--- src/rtl/clkdiv_pkg.sv ---
// Shared constants and ratio helpers for the multi-channel clock divider.
// Helpers operate on a 32-bit carrier; callers size-cast to their counter width.
package clkdiv_pkg;

    localparam int MIN_DIV   = 2;
    localparam int CNT_W_DEF = 16;
    localparam int HLP_W     = 32;

    // Ratios below the minimum cannot produce a period, so they are raised to it.
    function automatic logic [HLP_W-1:0] clamp_div(input logic [HLP_W-1:0] d);
        logic [HLP_W-1:0] r;
        if (d < HLP_W'(MIN_DIV)) begin
            r = HLP_W'(MIN_DIV);
        end else begin
            r = d;
        end
        return r;
    endfunction

    // Number of high cycles in one period: floor(D/2).
    function automatic logic [HLP_W-1:0] half_div(input logic [HLP_W-1:0] d);
        return d >> 1;
    endfunction

endpackage

--- src/rtl/clk_div_chan.sv ---
// One divider channel: counter, active/pending ratio and registered clk_out/tick/busy.
// Ratio changes only land on a period boundary, or immediately while parked.
module clk_div_chan
    import clkdiv_pkg::*;
#(
    parameter int CNT_W       = CNT_W_DEF,
    parameter int DEFAULT_DIV = 4
) (
    input  logic             clk_in,
    input  logic             rst_n,
    input  logic             en,
    input  logic [CNT_W-1:0] div_in,
    input  logic             div_load,
    input  logic             sync,
    output logic             clk_out,
    output logic             tick,
    output logic             busy
);

    localparam logic [CNT_W-1:0] ONE     = CNT_W'(1);
    localparam logic [CNT_W-1:0] ZERO    = CNT_W'(0);
    localparam logic [CNT_W-1:0] DEF_DIV = CNT_W'(DEFAULT_DIV);

    logic [CNT_W-1:0] r_act_div;
    logic [CNT_W-1:0] r_pend_div;
    logic [CNT_W-1:0] r_cnt;
    logic             r_pend_v;
    logic             r_clk_out;
    logic             r_tick;

    logic [CNT_W-1:0] w_clamp;
    logic [CNT_W-1:0] w_act_nxt;
    logic [CNT_W-1:0] w_pend_nxt;
    logic [CNT_W-1:0] w_cnt_nxt;
    logic [CNT_W-1:0] w_half;
    logic             w_pend_v_nxt;
    logic             w_wrap;
    logic             w_tick_nxt;
    logic             w_clk_nxt;

    assign w_clamp = CNT_W'(clamp_div(HLP_W'(div_in)));

    // Next-state decode for ratio, pending flag, counter and both outputs.
    always_comb begin
        w_act_nxt    = r_act_div;
        w_pend_nxt   = r_pend_div;
        w_pend_v_nxt = r_pend_v;
        w_cnt_nxt    = r_cnt;
        w_tick_nxt   = 1'b0;
        w_wrap       = 1'b0;
        if (!en) begin
            // Parked: a fresh load wins over any older pending ratio.
            if (div_load) begin
                w_act_nxt    = w_clamp;
                w_pend_nxt   = w_clamp;
                w_pend_v_nxt = 1'b0;
            end else if (r_pend_v) begin
                w_act_nxt    = r_pend_div;
                w_pend_v_nxt = 1'b0;
            end else begin
                w_act_nxt    = r_act_div;
            end
            // Parking at the last count makes the first enabled edge a wrap.
            w_cnt_nxt = w_act_nxt - ONE;
        end else begin
            w_wrap = (r_cnt == (r_act_div - ONE)) || sync;
            if (w_wrap) begin
                w_cnt_nxt  = ZERO;
                w_tick_nxt = 1'b1;
                if (r_pend_v) begin
                    w_act_nxt    = r_pend_div;
                    w_pend_v_nxt = 1'b0;
                end else begin
                    w_act_nxt    = r_act_div;
                end
            end else begin
                w_cnt_nxt = r_cnt + ONE;
            end
            // Applied after the wrap so a load on a boundary waits for the next one.
            if (div_load) begin
                w_pend_nxt   = w_clamp;
                w_pend_v_nxt = 1'b1;
            end else begin
                w_pend_nxt   = w_pend_nxt;
            end
        end
        w_half    = CNT_W'(half_div(HLP_W'(w_act_nxt)));
        w_clk_nxt = en && (w_cnt_nxt < w_half);
    end

    // State and output registers with synchronous active-low reset.
    always_ff @(posedge clk_in) begin
        if (!rst_n) begin
            r_act_div  <= DEF_DIV;
            r_pend_div <= DEF_DIV;
            r_pend_v   <= 1'b0;
            r_cnt      <= DEF_DIV - ONE;
            r_clk_out  <= 1'b0;
            r_tick     <= 1'b0;
        end else begin
            r_act_div  <= w_act_nxt;
            r_pend_div <= w_pend_nxt;
            r_pend_v   <= w_pend_v_nxt;
            r_cnt      <= w_cnt_nxt;
            r_clk_out  <= w_clk_nxt;
            r_tick     <= w_tick_nxt;
        end
    end

    assign clk_out = r_clk_out;
    assign tick    = r_tick;
    assign busy    = r_pend_v;

endmodule

--- src/rtl/clk_divider_mc.sv ---
// Multi-channel runtime-programmable clock/enable generator.
// Each channel divides clk_in independently; sync restarts all enabled channels together.
module clk_divider_mc
    import clkdiv_pkg::*;
#(
    parameter int N_CH        = 4,
    parameter int CNT_W       = CNT_W_DEF,
    parameter int DEFAULT_DIV = 4
) (
    input  logic                  clk_in,
    input  logic                  rst_n,
    input  logic [N_CH-1:0]       en,
    input  logic [N_CH*CNT_W-1:0] div_in,
    input  logic [N_CH-1:0]       div_load,
    input  logic                  sync,
    output logic [N_CH-1:0]       clk_out,
    output logic [N_CH-1:0]       tick,
    output logic [N_CH-1:0]       busy
);

    for (genvar g = 0; g < N_CH; g++) begin : g_ch
        clk_div_chan #(
            .CNT_W       (CNT_W),
            .DEFAULT_DIV (DEFAULT_DIV)
        ) u_chan (
            .clk_in   (clk_in),
            .rst_n    (rst_n),
            .en       (en[g]),
            .div_in   (div_in[g*CNT_W +: CNT_W]),
            .div_load (div_load[g]),
            .sync     (sync),
            .clk_out  (clk_out[g]),
            .tick     (tick[g]),
            .busy     (busy[g])
        );
    end

endmodule

--- config.mk ---
export PLATFORM = sky130hd
export DESIGN_NAME = clk_divider_mc
export DESIGN_NICKNAME = d
export VERILOG_FILES = /design/src/rtl/clkdiv_pkg.sv /design/src/rtl/clk_div_chan.sv /design/src/rtl/clk_divider_mc.sv
export SDC_FILE = /design/constraint.sdc
export NUM_CORES = 1
export LEC_CHECK = 0
export ABC_AREA = 0
export BUFFER_PORTS_ARGS = -buffer_cell sky130_fd_sc_hd__buf_2
export CAP_MARGIN = 20
export CORE_UTILIZATION = 29
export CTS_CLUSTER_SIZE = 14
export DETAILED_ROUTE_END_ITERATION = 6
export GPL_TIMING_DRIVEN = 0
export SLEW_MARGIN = 20
export SYNTH_ARGS = -nofsm -noshare
export SYNTH_HDL_FRONTEND = slang
export SYNTH_SLANG_ARGS = --single-unit
--- constraint.sdc ---
create_clock -name clk_in -period 9.6 [get_ports clk_in]
set_clock_uncertainty 0.05 [all_clocks]
set_input_delay 1.92 -clock clk_in [delete_from_list [all_inputs] [get_ports clk_in]]
set_output_delay 1.92 -clock clk_in [all_outputs]
set_load 0.01 [all_outputs]
==> results of run 1 <==
==> layer usage <==
layer | part of all wire | wire length [um]
met3 | 0.065 | 3360
met1 | 0.46 | 24000
met5 | 0 | 0
met4 | 0.029 | 1480
met2 | 0.44 | 22900
==> through the flow <==
step	setup WS, ns	total power, W	std cells
after CTS	3.40	0.00266	2747
after floorplan	4.00	0.00143	1936
after global routing	2.97	0.00277	2747
after global placement	2.87	0.00161	2698
final	3.33	0.00264	2747
after detailed placement	2.83	0.00162	2699
==> layout make-up <==
class                      instances  share of cell area
timing repair buffer              83              0.0244
tap                              680              0.0489
clock buffer                      42              0.0461
inverter                          42             0.00905
buffer                           137              0.0340
multi-input combinational       1553               0.598
sequential                       204               0.235
clock inverter                     6             0.00503
==> cell families (layout without fill, tap and decap cells) <==
family | Yosys count | count (layout) | share of synthesized area
AOI/OAI and AO/OA | 421 | 421 | 0.172
xor gates and xnor gates | 182 | 182 | 0.105
adders and majority gates | 69 | 69 | 0.0565
buffers and inverters | 179 | 310 | 0.0490
DFF | 204 | 204 | 0.268
muxes | 169 | 169 | 0.120
and+or+nand+nor | 712 | 712 | 0.230
==> where the power goes <==
| part | switching (W) | leakage (nW) | internal (W) |
|---|---|---|---|
| combinational | 0.000393 | 4.52 | 0.000266 |
| clock | 0.000400 | 0.437 | 0.000622 |
| sequential | 0.0000598 | 1.68 | 0.000901 |
==> path summary, 6_finish.rpt <==
path	end	slack, ns	depth (start not counted)
max	g_ch[0].u_chan.clk_out$_SDFF_PN0_	3.33	18
min	g_ch[3].u_chan.r_pend_div[1]$_SDFFE_PN0P_	0.43	1
max reg2reg	g_ch[2].u_chan.clk_out$_SDFF_PN0_	3.48	21
min reg2reg	g_ch[3].u_chan.r_pend_div[1]$_SDFFE_PN0P_	0.43	1
==> layout by cell type, fill, tap and decap left out, drive strengths merged, types with 67 or more instances in the layout <==
cell type	count
dfxtp	204
nand2	196
nor2	173
clkbuf	142
a21oi	127
mux2i	121
buf	120
xnor2	115
o21ai	114
ha	68
xor2	67
==> state kept, by name (all words and copies together) (netlist names) <==
name / count
g_ch.u_chan.r_act_div: 64
g_ch.u_chan.r_cnt: 64
g_ch.u_chan.r_pend_div: 64
g_ch.u_chan.busy: 4
g_ch.u_chan.clk_out: 4
g_ch.u_chan.tick: 4
==> worst max-delay path, delay by kind of cell <==
kind | cells | cell delay [ns]
compound gates | 5 | 1.15
xor+xnor | 1 | 0.17
fa+ha+maj | 2 | 0.59
buf+inv | 2 | 0.34
simple gates | 8 | 2.46
==> results.cfg, run 1 <==
[floorplanning]
dieArea_sq_um = 53500
die_w_um = 231
die_y_um = 231
io_pins = 87
placementRows = 83
initial_core_util = 0.295
coreArea_sq_um = 51600

[synthesis]
netlist_instances = 1936
syn_avg_cell_area_sq_um = 7.87
synth_common_cells = 204 x dfxtp_1, 196 x nand2_1, 173 x nor2_1
synth-edff-count = 0
ys_ff_latch = 204
synthArstFlopShare = 0
synthFlopType = dfxtp_1
syn_nets = 2079
synth_top_area_cell = dfxtp_1
synth_area_leaders = dfxtp_1 27%, mux2i_1 7.6%, xnor2_1 6.6%, ha_1 5.6%, nand2_1 4.8%
synth.distinct_cells = 80
yosysTopAreaCellShare = 0.268
syn_area_sq_um = 15200
yosysMostFrequentCell = dfxtp_1
ys.warnings.count = 0
seq_area_frac_synth = 0.268

[power_and_ir_drop]
cellPowerDensity_nw_per_um2 = 152
p_leak_nw = 6.64
peakVddDrop_mv = 0.135

[route]
wl_per_cell_um = 18.9
viasPerCell = 5.41
wl_um = 51800
drc = 0
drtPass1Iterations = 7
via_count = 14900
first_iter_violations = 1147
ant_nets = 0

[layout]
multi_input_area_sq_um = 10400
nets = 2190
regArea_sq_um = 4080
area_delta_synth_final_pct = 14.2
final_core_util = 0.337
antenna_cells = 0
layout-drive-gt1-share = 0.107
final_cell_area_sq_um = 17400
nFillCells = 5429

[timing]
finalSetupTns_ns = 0
min_period_over_period = 0.653
rsz0062_at_grt = false
holdWs_ns = 0.426
final-setup-viol-count = 0
final.min_clock_period_ns = 6.27
slew-limit-headroom = 0.264
final_hold_viol_count = 0
clock.fmax_mhz = 159
finalMaxSlewViolations = 0
worstMarginPinSlew_ns = 1.09

[grt]
grt_use_met2 = 0.305
grt_overflow = 0
grt.busiest_layer = met2
antenna_found_initial = 4
grt_pass1_wl_um = 80200
grt_pass1_vias = 14300
grt.met1_usage = 0.257
grt_start_max_net_pins = 13
grt_use_met3 = 0.0281
grt.total_usage = 0.189

[clocking]
numCtsBuffers = 26
post_cts_buffers = 0
cts_sinks = 204
clockBufferDepth = 3
worst_skew_pair.late_latency_ns = 0.54
hold_buffers = 0
htreeDepth = 1
cts_root_buf = clkbuf_16
cts_resized = 0
clk_pin_slew_worst_paths_ns = 0.06
cts_tree = done

[critical_path]
end_kind = register
crit_slowest_cell = nor4_1
startpoint = div_in[13]
cp.arrival_ns = 6.64
crit_chain = buf_2 > nor4_1 > a41oi_1 > nand2_1 > o21ai_0 > inv_1 > ha_1 > nand3_1 > nor4_1 > xnor2_1 > o22ai_1 > ha_1 > and4_1 > nand4_1 > nor3_1 > o31ai_1 > nand4b_1 > a21oi_1
criticalPathCategory = in2reg
crit_path_start_kind = input pin
worstPathMaxFanout = 7
cpPeakStageDelay_ns = 0.70
required_ns = 9.97
reg2reg_from = g_ch[2].u_chan.r_act_div[0]$_SDFFE_PN0P_

[status]
outcome = finished, final reports clean

[placed_design]
numPortBuffers = 82
postPlaceCellArea_sq_um = 16500
gp_congestion = 0.962
dp_hpwl_um = 40400

[hold_path]
min-delay-start = g_ch[3].u_chan.r_pend_div[1]$_SDFFE_PN0P_
hold_path_class = reg2reg

[flow_run]
cap_violations = 0
(Power assumes the default switching activity.)
==> inputs of run 2 (changes only) <==
==> constraint.sdc (replaced) <==
create_clock -name clk_in -period 5.2 [get_ports clk_in]
set_clock_uncertainty 0.05 [all_clocks]
set_input_delay 1.04 -clock clk_in [delete_from_list [all_inputs] [get_ports clk_in]]
set_output_delay 1.04 -clock clk_in [all_outputs]
set_load 0.01 [all_outputs]
==> run 2 against run 1 <==
Effect of this change: sequential share of layout area shrank 0.46 points; wire length is 1.1% higher; combinational power up 90%; count of clock-buffer cells in the layout is the same; sequential cell count unchanged; critical path type is now reg2reg; largest cell class unchanged.
==> results.cfg, run 2 (synthesis gave the netlist of run 1 again) <==
[route]
first_iter_violations = 1138
via_count = 14900
wl_um = 52400
viasPerCell = 5.40
drc = 0
ant_nets = 0
wl_per_cell_um = 19.0
drtPass1Iterations = 7

[floorplanning]
initial_core_util = 0.295
io_pins = 87
placementRows = 83
dieArea_sq_um = 53500
die_y_um = 231
die_w_um = 231
coreArea_sq_um = 51600

[placed_design]
dp_slack_ns = -0.849
numPortBuffers = 82
gp_congestion = 0.962
dp_hpwl_um = 40400
postPlaceCellArea_sq_um = 16500

[grt]
antenna_found_initial = 3
grt_start_max_net_pins = 13
grt_pass1_wl_um = 80700
grt.total_usage = 0.190
grt_overflow = 0
grt_pass1_vias = 14400

[critical_path]
criticalPathCategory = reg2reg
end_kind = register
cp.arrival_ns = 5.49
crit_slowest_cell = or4b_1
crit_path_start_kind = register
worstPathMaxFanout = 10
crit_chain = or4_1 > buf_4 > or4_4 > nor4_4 > a21oi_1 > or4b_1 > o2bb2a_4 > buf_6 > buf_6 > mux2_4 > mux2i_4 > ha_1 > nand4_1 > nor3_1 > a2111oi_1 > o31ai_1 > nor3_1 > o21a_1
cpPeakStageDelay_ns = 0.54
required_ns = 5.62

[hold_path]
hold_path_class = reg2reg

[timing]
worstMarginPinSlew_ns = 1.04
final_hold_viol_count = 0
holdWs_ns = 0.426
clock.fmax_mhz = 197
finalMaxSlewViolations = 0
min_period_over_period = 0.975
final.min_clock_period_ns = 5.07
final-setup-viol-count = 0
slew-limit-headroom = 0.295
fin_ws_ns = 0.130

[layout]
nFillCells = 5405
final_common_cell = dfxtp_1
reg_top3 = g_ch.u_chan.r_act_div x64, g_ch.u_chan.r_cnt x64, g_ch.u_chan.r_pend_div x64
final_cell_area_sq_um = 17800
nets = 2193
layout-drive-gt1-share = 0.139
regArea_sq_um = 4090
area_delta_synth_final_pct = 16.7
layout_common_cells = 198 x dfxtp_1, 195 x nand2_1, 172 x nor2_1
multi_input_area_sq_um = 10700

[flow_run]
cap_violations = 0

[power_and_ir_drop]
swShare = 0.326
power_frac_clock = 0.384
combPwrFrac = 0.255
switchingPower_w = 0.00161
peakVddDrop_mv = 0.250
seq_power_share = 0.362
p_int_w = 0.00332
p_leak_nw = 6.76
finalPower_w = 0.00493
cellPowerDensity_nw_per_um2 = 277

[clocking]
htreeDepth = 1
clk_pin_slew_worst_paths_ns = 0.06
cts_tree = done
cts_sinks = 204
clockBufferDepth = 3
hold_buffers = 0
numCtsBuffers = 26
worst_skew_pair.late_latency_ns = 0.54
cts_root_buf = clkbuf_16

[status]
outcome = finished, final reports clean
## run 2: routing by layer
| metal | global-route usage | part of all wire | vias to the layer above |
|---|---|---|---|
| met3 | 0.0282 | 0.069 | 86 |
| met4 | 0.0611 | 0.026 | 0 |
| met5 | 0 | 0 | - |
| li1 | - | - | 7149 |
| met2 | 0.307 | 0.45 | 523 |
| met1 | 0.258 | 0.46 | 7111 |
## run 2: power groups by stage
stage               clock network (W)  logic [W]  registers (W)
finish                        0.00189    0.00125        0.00178
global route                  0.00198    0.00138        0.00179
CTS                           0.00193    0.00122        0.00177
detailed placement                  0    0.00119        0.00180
global placement                    0    0.00117        0.00180
floorplan                           0   0.000871        0.00176
## run 2: cell type report
cell class | count | area share
multi-input cells | 1553 | 0.602
flip-flops and latches | 204 | 0.230
well taps | 680 | 0.0478
clock buffers | 42 | 0.0451
plain buffers | 130 | 0.0332
repair buffers | 93 | 0.0281
inverters | 42 | 0.00907
clock inverters | 6 | 0.00492
diodes | 2 | 0.000281
## run 2: path summary, 6_finish.rpt
check / slack [ns] / depth (start not counted) / start / to
max: 0.13 / 18 / g_ch[3].u_chan.r_act_div[7]$_SDFF_PN0_ / g_ch[3].u_chan.clk_out$_SDFF_PN0_
min: 0.43 / 1 / g_ch[3].u_chan.r_pend_div[1]$_SDFFE_PN0P_ / g_ch[3].u_chan.r_pend_div[1]$_SDFFE_PN0P_
max reg2reg: 0.13 / 18 / g_ch[3].u_chan.r_act_div[7]$_SDFF_PN0_ / g_ch[3].u_chan.clk_out$_SDFF_PN0_
min reg2reg: 0.43 / 1 / g_ch[3].u_chan.r_pend_div[1]$_SDFFE_PN0P_ / g_ch[3].u_chan.r_pend_div[1]$_SDFFE_PN0P_
## run 2: metrics by stage
stage | utilization | setup TNS, ns | instances
after global routing | 0.345 | -0.0557 | 2750
after global placement | 0.320 | -2.74 | 2698
after detailed placement | 0.320 | -2.63 | 2699
after floorplan | - | 0 | 1936
after CTS | 0.340 | 0 | 2750
final | 0.345 | 0 | 2752
## run 2: repair_timing
item	4_1_cts	5_1_grt
pin swaps	5	8
setup buffers	6	4
setup endpoints to repair	4	4
gates resized for setup	31	53
## run 2: critical path: cells and delay by family, from the launching register on
kind            cells  cell delay [ns]
flops               1             0.37
compound gates      5             1.02
buf+inv             3             0.48
fa+ha+maj           1             0.27
simple gates        7             2.36
mux                 2             0.48
==> inputs of run 3 (changes only) <==
--- a/config.mk
+++ b/config.mk
@@ -5,13 +5,14 @@
 export SDC_FILE = /design/constraint.sdc
 export NUM_CORES = 1
 export LEC_CHECK = 0
-export ABC_AREA = 0
+export ABC_AREA = 1
 export BUFFER_PORTS_ARGS = -buffer_cell sky130_fd_sc_hd__buf_2
 export CAP_MARGIN = 20
 export CORE_UTILIZATION = 29
 export CTS_CLUSTER_SIZE = 14
 export DETAILED_ROUTE_END_ITERATION = 6
 export GPL_TIMING_DRIVEN = 0
+export REMOVE_ABC_BUFFERS = 1
 export SLEW_MARGIN = 20
 export SYNTH_ARGS = -nofsm -noshare
 export SYNTH_HDL_FRONTEND = slang
==> run 3 against run 2 <==
Effect of this change: the flow now finishes with violations (design-rule violations); utilization is 1.7 points lower; first-iteration DRC count is 31% lower; count of clock-buffer cells in the layout is 2 lower; non-clock buffer count is 136 lower; largest power group unchanged; global-route usage is 3.6 points lower; register-to-register slack better by 1.1 ns; sequential share of layout area is 0.64 points higher; synthesized cell count is 31% higher; sequential cell count stayed put; largest cell class unchanged; die area is 2.0% higher; clock power is 3% higher; critical path depth is 1 higher.
==> results.cfg, run 3 <==
[grt]
grt_start_max_net_pins = 97
grt_pass1_wl_um = 69400
grt_overflow = 0
grt.total_usage = 0.154
grt_pass1_vias = 13900
antenna_found_initial = 0

[route]
viasPerCell = 4.72
drc = 10
wl_um = 42500
ant_nets = 0
drtPass1Iterations = 7
wl_per_cell_um = 13.1
first_iter_violations = 784
via_count = 15300

[layout]
reg_top3 = g_ch.u_chan.r_act_div x64, g_ch.u_chan.r_cnt x64, g_ch.u_chan.r_pend_div x64
layout_common_cells = 691 x nand2_1, 360 x nor2_1, 224 x inv_1
final_core_util = 0.328
nets = 2692
antenna_cells = 0
final_common_cell = nand2_1
area_delta_synth_final_pct = 11.2
layout-drive-gt1-share = 0.0939
layout.cells.non_filler = 3254

[critical_path]
end_kind = register
cp.arrival_ns = 4.67
criticalPathCategory = in2reg
required_ns = 5.56
crit_path_start_kind = input pin
worstPathMaxFanout = 33

[hold_path]
hold_path_class = reg2reg

[power_and_ir_drop]
combPwrFrac = 0.242
switchingPower_w = 0.00162
swShare = 0.329
power_frac_clock = 0.396
peakVddDrop_mv = 0.238
seq_power_share = 0.362
p_leak_nw = 7.93
cellPowerDensity_nw_per_um2 = 284
p_int_w = 0.00329

[floorplanning]
initial_core_util = 0.295
dieArea_sq_um = 54500
die_y_um = 234
placementRows = 84
coreArea_sq_um = 52800
io_pins = 87
die_w_um = 234

[clocking]
cts_tree = done
numCtsBuffers = 28
cts_sinks = 204
clockBufferDepth = 3
cts_root_buf = clkbuf_16
htreeDepth = 1
worst_skew_pair.late_latency_ns = 0.56
clk_pin_slew_worst_paths_ns = 0.06
hold_buffers = 0
post_cts_buffers = 0
cts_resized = 0

[timing]
worstMarginPinSlew_ns = 1.05
min_period_over_period = 0.828
final_hold_viol_count = 0
clock.fmax_mhz = 232
final-setup-viol-count = 0
finalMaxSlewViolations = 0
slew-limit-headroom = 0.298
final.min_clock_period_ns = 4.31
rsz0062_at_grt = false

[placed_design]
dp_hpwl_um = 32200
dpl.cell_count = 3207
numPortBuffers = 86
gp_congestion = 0.830

[synthesis]
ys.warnings.count = 0
synth_top_area_cell = dfxtp_1
synth.distinct_cells = 56
synth-edff-count = 0
syn_avg_cell_area_sq_um = 6.15
yosysTopAreaCellShare = 0.263
synthFlopType = dfxtp_1
synthArstFlopShare = 0
syn_area_sq_um = 15500
netlist_instances = 2528
synth_common_cells = 691 x nand2_1, 360 x nor2_1, 225 x inv_1
seq_area_frac_synth = 0.263
synth_area_leaders = dfxtp_1 26%, nand2_1 17%, nor2_1 8.7%, a21oi_1 7.1%, ha_1 5.5%
yosysMostFrequentCell = nand2_1
ys_ff_latch = 204

[flow_run]
cap_violations = 0

[status]
outcome = complete, but fails checks
violations = design-rule violations
## run 3: critical path: stages
cell and delay, ns:
buf_2 0.49, inv_2 0.30, nand2_1 0.13, nand2_1 0.08
inv_1 0.10, ha_1 0.18, inv_1 0.07, nor2_1 0.25
nand2_1 0.09, nor2_1 0.18, nand3_1 0.15, nor3_1 0.21
nand2_1 0.08, a32oi_1 0.29, inv_1 0.08, ha_1 0.27
inv_1 0.06, nor4_1 0.43, a21oi_1 0.17
## run 3: kinds of logic after synthesis
| family | synth area share |
|---|---|
| compound gates | 0.167 |
| xor+xnor | 0.0400 |
| simple gates | 0.373 |
| buf+inv | 0.0923 |
| flops | 0.263 |
| mux | 0.00966 |
| fa+ha+maj | 0.0547 |
## run 3: worst paths after layout
path / from / endpoint / slack (ns) / cells past startpoint
hold reg to reg: g_ch[2].u_chan.r_pend_div[8]$_SDFFE_PN0P_ / g_ch[2].u_chan.r_pend_div[8]$_SDFFE_PN0P_ / 0.41 / 2
setup / recovery: div_load[3] / g_ch[3].u_chan.clk_out$_SDFF_PN0_ / 0.89 / 19
setup reg to reg: g_ch[3].u_chan.busy$_SDFFE_PN0P_ / g_ch[3].u_chan.clk_out$_SDFF_PN0_ / 1.22 / 18
hold / removal: g_ch[2].u_chan.r_pend_div[8]$_SDFFE_PN0P_ / g_ch[2].u_chan.r_pend_div[8]$_SDFFE_PN0P_ / 0.41 / 2
## run 3: area by class of cell
cell class,count,area [sq um]
well taps,688,861
multi-input cells,1982,10000
inverters,246,931
repair buffers,87,458
flip-flops and latches,204,4090
clock inverters,7,92.6
clock buffers,40,837
fillers,5912,35500
## run 3: through the flow
| step | area, sq um | total power (W) | TNS, ns | hold slack [ns] | setup WS [ns] |
|---|---|---|---|---|---|
| 2_1_floorplan | 15000 | 0.00267 | 0 | 0.379 | 1.25 |
| 3_3_place_gp | 16300 | 0.00300 | -196.57 | 0.389 | -1.34 |
| 3_5_place_dp | 16400 | 0.00300 | 0 | 0.404 | 0.345 |
| 4_1_cts | 17300 | 0.00498 | 0 | 0.414 | 0.829 |
| 5_1_grt | 17300 | 0.00523 | 0 | 0.426 | 0.486 |
| 6_report | 17300 | 0.00491 | 0 | 0.411 | 0.892 |
## run 3: power by group through the flow
stage	Sequential, W	Clock (W)	Combinational [W]
6_report	0.00178	0.00195	0.00119
5_1_grt	0.00179	0.00206	0.00138
4_1_cts	0.00178	0.00201	0.00119
3_5_place_dp	0.00181	0	0.00119
3_3_place_gp	0.00181	0	0.00119
2_1_floorplan	0.00178	0	0.000888
## run 3: layer usage
layer  vias to the layer above  wire (um)  track usage  share of wire
li1                       8258          -            -              -
met1                      6778      21600        0.214           0.51
met2                       264      18700        0.252           0.44
met3                        48       1330       0.0154          0.031
met4                         0        984       0.0386          0.023
met5                         -          0            0              0
